### config.mk
export PLATFORM = sky130hd
export DESIGN_NAME = mdu_sched
export DESIGN_NICKNAME = d
export VERILOG_FILES = /design/src/rtl/mdu_sched_pkg.sv /design/src/rtl/mdu_div_iter.sv /design/src/rtl/mdu_sched.sv
export SDC_FILE = /design/constraint.sdc
export NUM_CORES = 2
export LEC_CHECK = 0
export ABC_AREA = 1
export CORE_MARGIN = 3
export CORE_UTILIZATION = 60
export DETAILED_ROUTE_END_ITERATION = 10
export DONT_BUFFER_PORTS = 1
export PLACE_DENSITY = 0.76
export REMOVE_ABC_BUFFERS = 1
export SETUP_SLACK_MARGIN = 0.15
export SLEW_MARGIN = 20
export SYNTH_ARGS = -nofsm -noshare
export SYNTH_HDL_FRONTEND = slang
export SYNTH_SLANG_ARGS = --single-unit
### constraint.sdc
create_clock -name clk -period 20.6 [get_ports clk]
set_clock_uncertainty 0.15 [all_clocks]
set_input_delay 6.18 -clock clk [delete_from_list [all_inputs] [get_ports clk]]
set_output_delay 6.18 -clock clk [all_outputs]
set_load 0.03 [all_outputs]
### src/rtl/mdu_sched_pkg.sv
// Shared definitions for the M-extension sequencer: op codes, FSM states,
// width constants and small op-classification helpers.
package m_ext_defs;

    localparam int MDU_XLEN       = 32;
    localparam int MDU_DIV_CYCLES = MDU_XLEN;

    typedef enum logic [3:0] {
        ALU_M_NONE   = 4'd0,
        ALU_M_MUL    = 4'd1,
        ALU_M_MULH   = 4'd2,
        ALU_M_MULHSU = 4'd3,
        ALU_M_MULHU  = 4'd4,
        ALU_M_DIV    = 4'd5,
        ALU_M_DIVU   = 4'd6,
        ALU_M_REM    = 4'd7,
        ALU_M_REMU   = 4'd8
    } type_alu_m_ops_e;

    typedef enum logic [1:0] {
        MDU_IDLE = 2'd0,
        MDU_MUL  = 2'd1,
        MDU_DIV  = 2'd2,
        MDU_DONE = 2'd3
    } type_mdu_state_e;

    // Codes 9-15 fall outside both ranges and therefore behave like NONE.
    function automatic logic is_mul_op(input logic [3:0] op);
        return (op >= ALU_M_MUL) && (op <= ALU_M_MULHU);
    endfunction

    function automatic logic is_div_op(input logic [3:0] op);
        return (op >= ALU_M_DIV) && (op <= ALU_M_REMU);
    endfunction

    function automatic logic is_m_op(input logic [3:0] op);
        return is_mul_op(op) || is_div_op(op);
    endfunction

    function automatic logic is_signed_div(input logic [3:0] op);
        return (op == ALU_M_DIV) || (op == ALU_M_REM);
    endfunction

    function automatic logic is_rem_op(input logic [3:0] op);
        return (op == ALU_M_REM) || (op == ALU_M_REMU);
    endfunction

endpackage

### src/rtl/mdu_div_iter.sv
// Restoring divider on unsigned magnitudes: one quotient bit per cycle for
// XLEN cycles after start. done_o is high during the final iteration, so the
// quotient/remainder outputs are complete from the following cycle on.
module mdu_div_iter
    import m_ext_defs::*;
#(
    parameter int XLEN = MDU_DIV_CYCLES
) (
    input  logic            clk,
    input  logic            rst,
    input  logic            start_i,
    input  logic            kill_i,
    input  logic [XLEN-1:0] dividend_i,
    input  logic [XLEN-1:0] divisor_i,
    output logic            done_o,
    output logic [XLEN-1:0] quotient_o,
    output logic [XLEN-1:0] remainder_o
);

    // One extra bit so the counter can hold XLEN itself without wrapping.
    localparam int CNT_W = $clog2(XLEN) + 1;

    logic [CNT_W-1:0] cnt_q;
    logic [XLEN-1:0]  quot_q;
    logic [XLEN-1:0]  rem_q;
    logic [XLEN-1:0]  dsr_q;
    logic [XLEN:0]    rem_shift;
    logic [XLEN:0]    rem_diff;

    // Trial subtraction: a set top bit of the difference means the shifted
    // partial remainder was smaller than the divisor.
    always_comb begin
        rem_shift = {rem_q, quot_q[XLEN-1]};
        rem_diff  = rem_shift - {1'b0, dsr_q};
    end

    // Shift-subtract loop; the dividend shifts out of quot_q as quotient bits shift in.
    always_ff @(posedge clk or posedge rst) begin
        if (rst) begin
            cnt_q  <= '0;
            quot_q <= '0;
            rem_q  <= '0;
            dsr_q  <= '0;
        end else if (kill_i) begin
            cnt_q <= '0;
        end else if (start_i) begin
            cnt_q  <= CNT_W'(XLEN);
            quot_q <= dividend_i;
            rem_q  <= '0;
            dsr_q  <= divisor_i;
        end else if (cnt_q != '0) begin
            cnt_q <= cnt_q - CNT_W'(1);
            if (!rem_diff[XLEN]) begin
                rem_q  <= rem_diff[XLEN-1:0];
                quot_q <= {quot_q[XLEN-2:0], 1'b1};
            end else begin
                rem_q  <= rem_shift[XLEN-1:0];
                quot_q <= {quot_q[XLEN-2:0], 1'b0};
            end
        end
    end

    assign done_o      = (cnt_q == CNT_W'(1));
    assign quotient_o  = quot_q;
    assign remainder_o = rem_q;

endmodule

### src/rtl/mdu_sched.sv
// M-extension sequencer: accepts an M-op from execute, runs the multiplier or
// the iterative divider, stalls the pipeline meanwhile and presents the result
// with a valid/ready handshake. A kill discards any in-flight work.
module mdu_sched
    import m_ext_defs::*;
#(
    parameter int XLEN    = MDU_XLEN,
    parameter int MUL_LAT = 2
) (
    input  logic            clk,
    input  logic            rst,
    input  logic            req_valid_i,
    input  logic [3:0]      alu_m_ops_i,
    input  logic [XLEN-1:0] opr1_i,
    input  logic [XLEN-1:0] opr2_i,
    input  logic            kill_i,
    input  logic            result_ready_i,
    output logic            stall_o,
    output logic            result_valid_o,
    output logic [XLEN-1:0] result_o,
    output logic            busy_o
);

    localparam int MUL_CNT_W = $clog2(MUL_LAT + 1);

    type_mdu_state_e state_q, state_d;

    logic [3:0]           op_q;
    logic [XLEN-1:0]      opr1_q;
    logic [XLEN-1:0]      opr2_q;
    logic [XLEN-1:0]      result_q;
    logic                 q_neg_q;
    logic                 r_neg_q;
    logic                 div_norm_q;
    logic [MUL_CNT_W-1:0] mul_cnt_q;

    logic            op_valid;
    logic            accept;
    logic            in_mul;
    logic            in_div;
    logic            div_zero;
    logic            div_ovf;
    logic            special;
    logic [XLEN-1:0] special_val;
    logic            sgn_div;
    logic            neg1;
    logic            neg2;
    logic [XLEN-1:0] mag1;
    logic [XLEN-1:0] mag2;
    logic            div_start;
    logic            div_done;
    logic [XLEN-1:0] div_quot;
    logic [XLEN-1:0] div_rem;
    logic [XLEN-1:0] div_out;
    logic            mul_done;

    logic [3:0]        mul_op;
    logic [XLEN-1:0]   mul_a;
    logic [XLEN-1:0]   mul_b;
    logic              a_sgn;
    logic              b_sgn;
    logic [2*XLEN-1:0] a_ext;
    logic [2*XLEN-1:0] b_ext;
    logic [2*XLEN-1:0] prod;
    logic [XLEN-1:0]   mul_val;

    // Accept decode plus special-case divide detection and operand magnitudes, all from the live inputs.
    always_comb begin
        op_valid  = is_m_op(alu_m_ops_i);
        accept    = (state_q == MDU_IDLE) && req_valid_i && op_valid && !kill_i;
        in_mul    = is_mul_op(alu_m_ops_i);
        in_div    = is_div_op(alu_m_ops_i);
        sgn_div   = is_signed_div(alu_m_ops_i);
        div_zero  = (opr2_i == '0);
        div_ovf   = sgn_div && (opr1_i == {1'b1, {(XLEN-1){1'b0}}}) && (opr2_i == '1);
        special   = in_div && (div_zero || div_ovf);
        if (div_zero)
            special_val = is_rem_op(alu_m_ops_i) ? opr1_i : '1;
        else
            special_val = is_rem_op(alu_m_ops_i) ? '0 : opr1_i;
        neg1      = sgn_div && opr1_i[XLEN-1];
        neg2      = sgn_div && opr2_i[XLEN-1];
        mag1      = neg1 ? -opr1_i : opr1_i;
        mag2      = neg2 ? -opr2_i : opr2_i;
        div_start = accept && in_div && !special;
    end

    // Multiplier: the sign-extension to 2*XLEN is equivalent to the (XLEN+1)-bit signed product, modulo 2^(2*XLEN).
    // Operands come from the ports in the accept cycle and from the latched copies afterwards.
    always_comb begin
        mul_op  = (state_q == MDU_IDLE) ? alu_m_ops_i : op_q;
        mul_a   = (state_q == MDU_IDLE) ? opr1_i : opr1_q;
        mul_b   = (state_q == MDU_IDLE) ? opr2_i : opr2_q;
        a_sgn   = (mul_op == ALU_M_MULH) || (mul_op == ALU_M_MULHSU);
        b_sgn   = (mul_op == ALU_M_MULH);
        a_ext   = {{XLEN{a_sgn && mul_a[XLEN-1]}}, mul_a};
        b_ext   = {{XLEN{b_sgn && mul_b[XLEN-1]}}, mul_b};
        prod    = a_ext * b_ext;
        mul_val = (mul_op == ALU_M_MUL) ? prod[XLEN-1:0] : prod[2*XLEN-1:XLEN];
    end

    mdu_div_iter #(
        .XLEN        (XLEN)
    ) u_div (
        .clk         (clk),
        .rst         (rst),
        .start_i     (div_start),
        .kill_i      (kill_i),
        .dividend_i  (mag1),
        .divisor_i   (mag2),
        .done_o      (div_done),
        .quotient_o  (div_quot),
        .remainder_o (div_rem)
    );

    assign mul_done = (state_q == MDU_MUL) && (mul_cnt_q == MUL_CNT_W'(1));

    // Sign fix-up of the magnitude divide, applied while the result is presented.
    always_comb begin
        if (is_rem_op(op_q))
            div_out = r_neg_q ? -div_rem : div_rem;
        else
            div_out = q_neg_q ? -div_quot : div_quot;
    end

    // State register.
    always_ff @(posedge clk or posedge rst) begin
        if (rst)
            state_q <= MDU_IDLE;
        else
            state_q <= state_d;
    end

    // Next-state logic; a kill overrides both accept and completion.
    always_comb begin
        state_d = state_q;
        case (state_q)
            MDU_IDLE: begin
                if (accept) begin
                    if (special)
                        state_d = MDU_DONE;
                    else if (in_mul)
                        state_d = (MUL_LAT == 1) ? MDU_DONE : MDU_MUL;
                    else
                        state_d = MDU_DIV;
                end
            end
            MDU_MUL:  if (mul_done) state_d = MDU_DONE;
            MDU_DIV:  if (div_done) state_d = MDU_DONE;
            MDU_DONE: if (result_ready_i) state_d = MDU_IDLE;
            default:  state_d = MDU_IDLE;
        endcase
        if (kill_i)
            state_d = MDU_IDLE;
    end

    // Operand/op capture at accept, multiplier countdown and result capture on entry to DONE.
    always_ff @(posedge clk or posedge rst) begin
        if (rst) begin
            op_q       <= '0;
            opr1_q     <= '0;
            opr2_q     <= '0;
            result_q   <= '0;
            q_neg_q    <= 1'b0;
            r_neg_q    <= 1'b0;
            div_norm_q <= 1'b0;
            mul_cnt_q  <= '0;
        end else if (accept) begin
            op_q       <= alu_m_ops_i;
            opr1_q     <= opr1_i;
            opr2_q     <= opr2_i;
            q_neg_q    <= neg1 ^ neg2;
            r_neg_q    <= neg1;
            div_norm_q <= in_div && !special;
            mul_cnt_q  <= MUL_CNT_W'(MUL_LAT - 1);
            if (special)
                result_q <= special_val;
            else if (in_mul && (MUL_LAT == 1))
                result_q <= mul_val;
        end else if (state_q == MDU_MUL) begin
            mul_cnt_q <= mul_cnt_q - MUL_CNT_W'(1);
            if (mul_done)
                result_q <= mul_val;
        end
    end

    // Outputs; the result is only driven while presented in DONE.
    always_comb begin
        busy_o         = (state_q != MDU_IDLE);
        result_valid_o = (state_q == MDU_DONE);
        result_o       = '0;
        if (state_q == MDU_DONE)
            result_o = div_norm_q ? div_out : result_q;
        stall_o = !rst && req_valid_i && op_valid && (state_q != MDU_DONE) && !kill_i;
    end

endmodule

==> flow_summary.yaml <==
sta:
  hold_slack_ns: 0.3266
  setup_tns_ns: 0
  slew_headroom: 0.2126
  fmax_mhz: 67.16
  worstMarginPinSlew_ns: 1.179
  min_period_ns: 14.89
  finalSetupViolations: 0
  period_share: 0.7228
  rsz0062_at_grt: "no"
  finalMaxSlewViolations: 0
  hold_viol: 0
floorplanning:
  die_x_um: 309.0
  rows: 110
  die_h_um: 309.0
  core_area_um2: 90560
  pin_count: 108
  dieArea_um2: 95500
  initial_utilization: 0.6084
drt:
  via_per_inst: 5.914
  wl_um: 198100
  drtPass1Iterations: 8
  wl_per_cell_um: 23.93
  ant_nets: 0
  drc: 0
  vias: 48970
  first_iter_violations: 5452
cts:
  postCtsHoldBufs: 0
  cts_resized: 0
  cts_tree: "done"
  clk_latency_ns: 0.57
  cts.sinks: 209
  clock_path_buffers: 3
  post-cts-setup-buffer-count: 0
  root_buffer: "clkbuf_16"
  path_clk_slew_ns: 0.07
  numCtsBuffers: 24
  htree_num_levels: 1
synthesis:
  ys_seq_area_frac: 0.09493
  syn_inst: 7273
  yosysWarningCount: 0
  ys_ff_latch: 209
  synth-edff-count: 0
  synth_flop_cell: "dfrtp_1"
  async_flop_share: 1.000
  netlist-cell-type-count: 51
  syn-cell-area_um2: 55100
  avgSynthCellArea_um2: 7.575
run:
  drv_cap: 0
worst_setup_path:
  worstPathRequired_ns: 20.95
  end_kind: "flop"
  crit_path_start_kind: "input pin"
  worstPathMaxFanout: 24
  cpMaxStageDelayCell: "fa_1"
  worst_path_most_repeated_cell: "inv_1"
  crit_type: "in -> reg"
  slowest_delay_ns: 0.88
  worstPathArrival_ns: 15.24
grt:
  gr-total-overflow: 0
  grt_pass1_vias: 50130
  grt_max_degree: 89
  grt_pass1_wl_um: 304400
  antenna_found_initial: 6
  grt_util_all_layers: 0.4271
finish:
  fillers: 8180
  area_growth_pct: 3.511
  drive_gt1_frac: 0.03689
  seq_area_um2: 5231
  multi_input_area_um2: 42690
  nNetsFinal: 8543
placed_design:
  io_buffers: 0
  hpwl_um: 158800
  gp_congestion: 1.046
worst_hold_path:
  hold_path.class: "reg -> reg"
status:
  status: "completed"
## synthesized netlist by cell type (2+ instances only)
library cell  number  area share
nand3b_1           9      0.0012
o31ai_1            6     0.00082
fa_1            1126        0.41
a21boi_0          12      0.0016
nor3_1            51      0.0046
nand4_1           41      0.0047
nor2_1           703       0.048
clkinv_1          18      0.0012
xor2_1            72       0.011
buf_2             24      0.0022
nor3_2             5     0.00091
inv_1           1613        0.11
o21bai_1          24      0.0033
o21ai_1           59      0.0054
and2_1             3     0.00034
clkbuf_1         244       0.017
inv_2              7     0.00048
a21o_1            10      0.0014
nor4_1            20      0.0023
nand3_2            4     0.00073
o21ai_0          382       0.035
nand3_4            2     0.00064
ha_1             256       0.058
a21oi_1          259       0.024
nor2_2             2     0.00023
nand2_1         1737        0.12
o22ai_1            5     0.00057
o21a_1             3     0.00041
nand2_4            2     0.00041
o21ai_2           30      0.0048
nand3_1          204       0.019
buf_1              9     0.00061
o211ai_1          35      0.0048
buf_6             14      0.0029
dfrtp_1          209       0.095
buf_4             10      0.0014
or2_2             14      0.0016
a31oi_1           10      0.0011
xnor2_1           27      0.0043
## final timing paths
check	cells past startpoint	endpoint	start	slack, ns
max reg2reg	36	result_q[19]	state_q[0]	9.12
min in group asynchronous	1	op_q[3]	rst	5.42
min	2	mul_cnt_q[1]	mul_cnt_q[1]	0.33
max	34	result_q[19]	opr1_i[31]	5.71
max in group asynchronous	3	u_div.dsr_q[22]	rst	12.57
min reg2reg	2	mul_cnt_q[1]	mul_cnt_q[1]	0.33
## cell type report
type | count | area share
Antenna cell | 2 | 0.00008776
Clock buffer | 33 | 0.01235
Clock inverter | 7 | 0.001426
Inverter | 1640 | 0.1081
Multi-Input combinational cell | 5122 | 0.7485
Sequential cell | 209 | 0.09173
Tap cell | 1176 | 0.02580
Timing Repair Buffer | 91 | 0.01198
## critical path, delay by kind of cell
family	cells	cell delay, ns
buffers and inverters	11	2.23
AND/OR/NAND/NOR	13	1.44
adder cells (fa/ha/maj)	9	5.19
AO/OA/AOI/OAI	1	0.16
## state kept, by name, indices dropped and copies added (netlist names)
register and flops:
opr1_q 32, opr2_q 32, result_q 32, u_div.dsr_q 32, u_div.quotient_o 32, u_div.remainder_o 32, u_div.cnt_q 6, op_q 4
mul_cnt_q 2, state_q 2, div_norm_q 1, q_neg_q 1, r_neg_q 1
## stage by stage
| stage | instance area (µm²) | setup slack, ns | util | cells |
|---|---|---|---|---|
| CTS | 57020 | 5.750 | 0.6297 | 8278 |
| detailed placement | 56240 | 5.179 | 0.6210 | 8238 |
| global placement | 56230 | 5.372 | 0.6209 | 8237 |
| finish | 57030 | 5.710 | 0.6297 | 8280 |
| floorplan | 53790 | 5.930 | - | 6971 |
| global route | 57020 | 5.050 | 0.6297 | 8278 |
## layout by cell type, fill, tap and decap left out, types with 5 or more instances in the layout
cell type / count
nand2_1: 1736
inv_1: 1611
fa_1: 1126
nor2_1: 703
o21ai_0: 364
a21oi_1: 259
ha_1: 255
dfrtp_1: 208
nand3_1: 204
buf_4: 91
o21ai_2: 76
xor2_1: 72
nor3_1: 51
nand4_1: 41
o211ai_1: 35
xnor2_1: 27
o21ai_1: 25
o21bai_1: 24
clkbuf_16: 24
nor4_1: 20
clkinv_1: 18
or2_2: 14
a21boi_0: 12
a21o_1: 10
nand3b_1: 9
a31oi_1: 9
inv_2: 8
clkbuf_8: 7
o31ai_1: 6
o21ai_4: 6
nor3_2: 5
## cells by family (layout without fill, tap and decap cells)
| family | count (synthesis) | count (layout) | share of synthesized area |
|---|---|---|---|
| XOR/XNOR | 99 | 99 | 0.01574 |
| flip-flops | 209 | 209 | 0.09493 |
| buffers and inverters | 1942 | 1771 | 0.1355 |
| other | 0 | 2 | 0 |
| adder cells (fa/ha/maj) | 1382 | 1382 | 0.4673 |
| AO/OA/AOI/OAI | 839 | 839 | 0.08300 |
| AND/OR/NAND/NOR | 2802 | 2802 | 0.2035 |
## per-layer routing
metal,share of wire,vias to the layer above,GRT usage
li1,-,21220,-
met1,0.37,24010,0.5626
met2,0.44,3016,0.6492
met3,0.12,715,0.1243
met4,0.067,12,0.2145
met5,0.00041,-,0
Power is left out: the tool's default activity adds up to more than one toggle a clock period on the data nets, which glitch-free logic cannot reach.
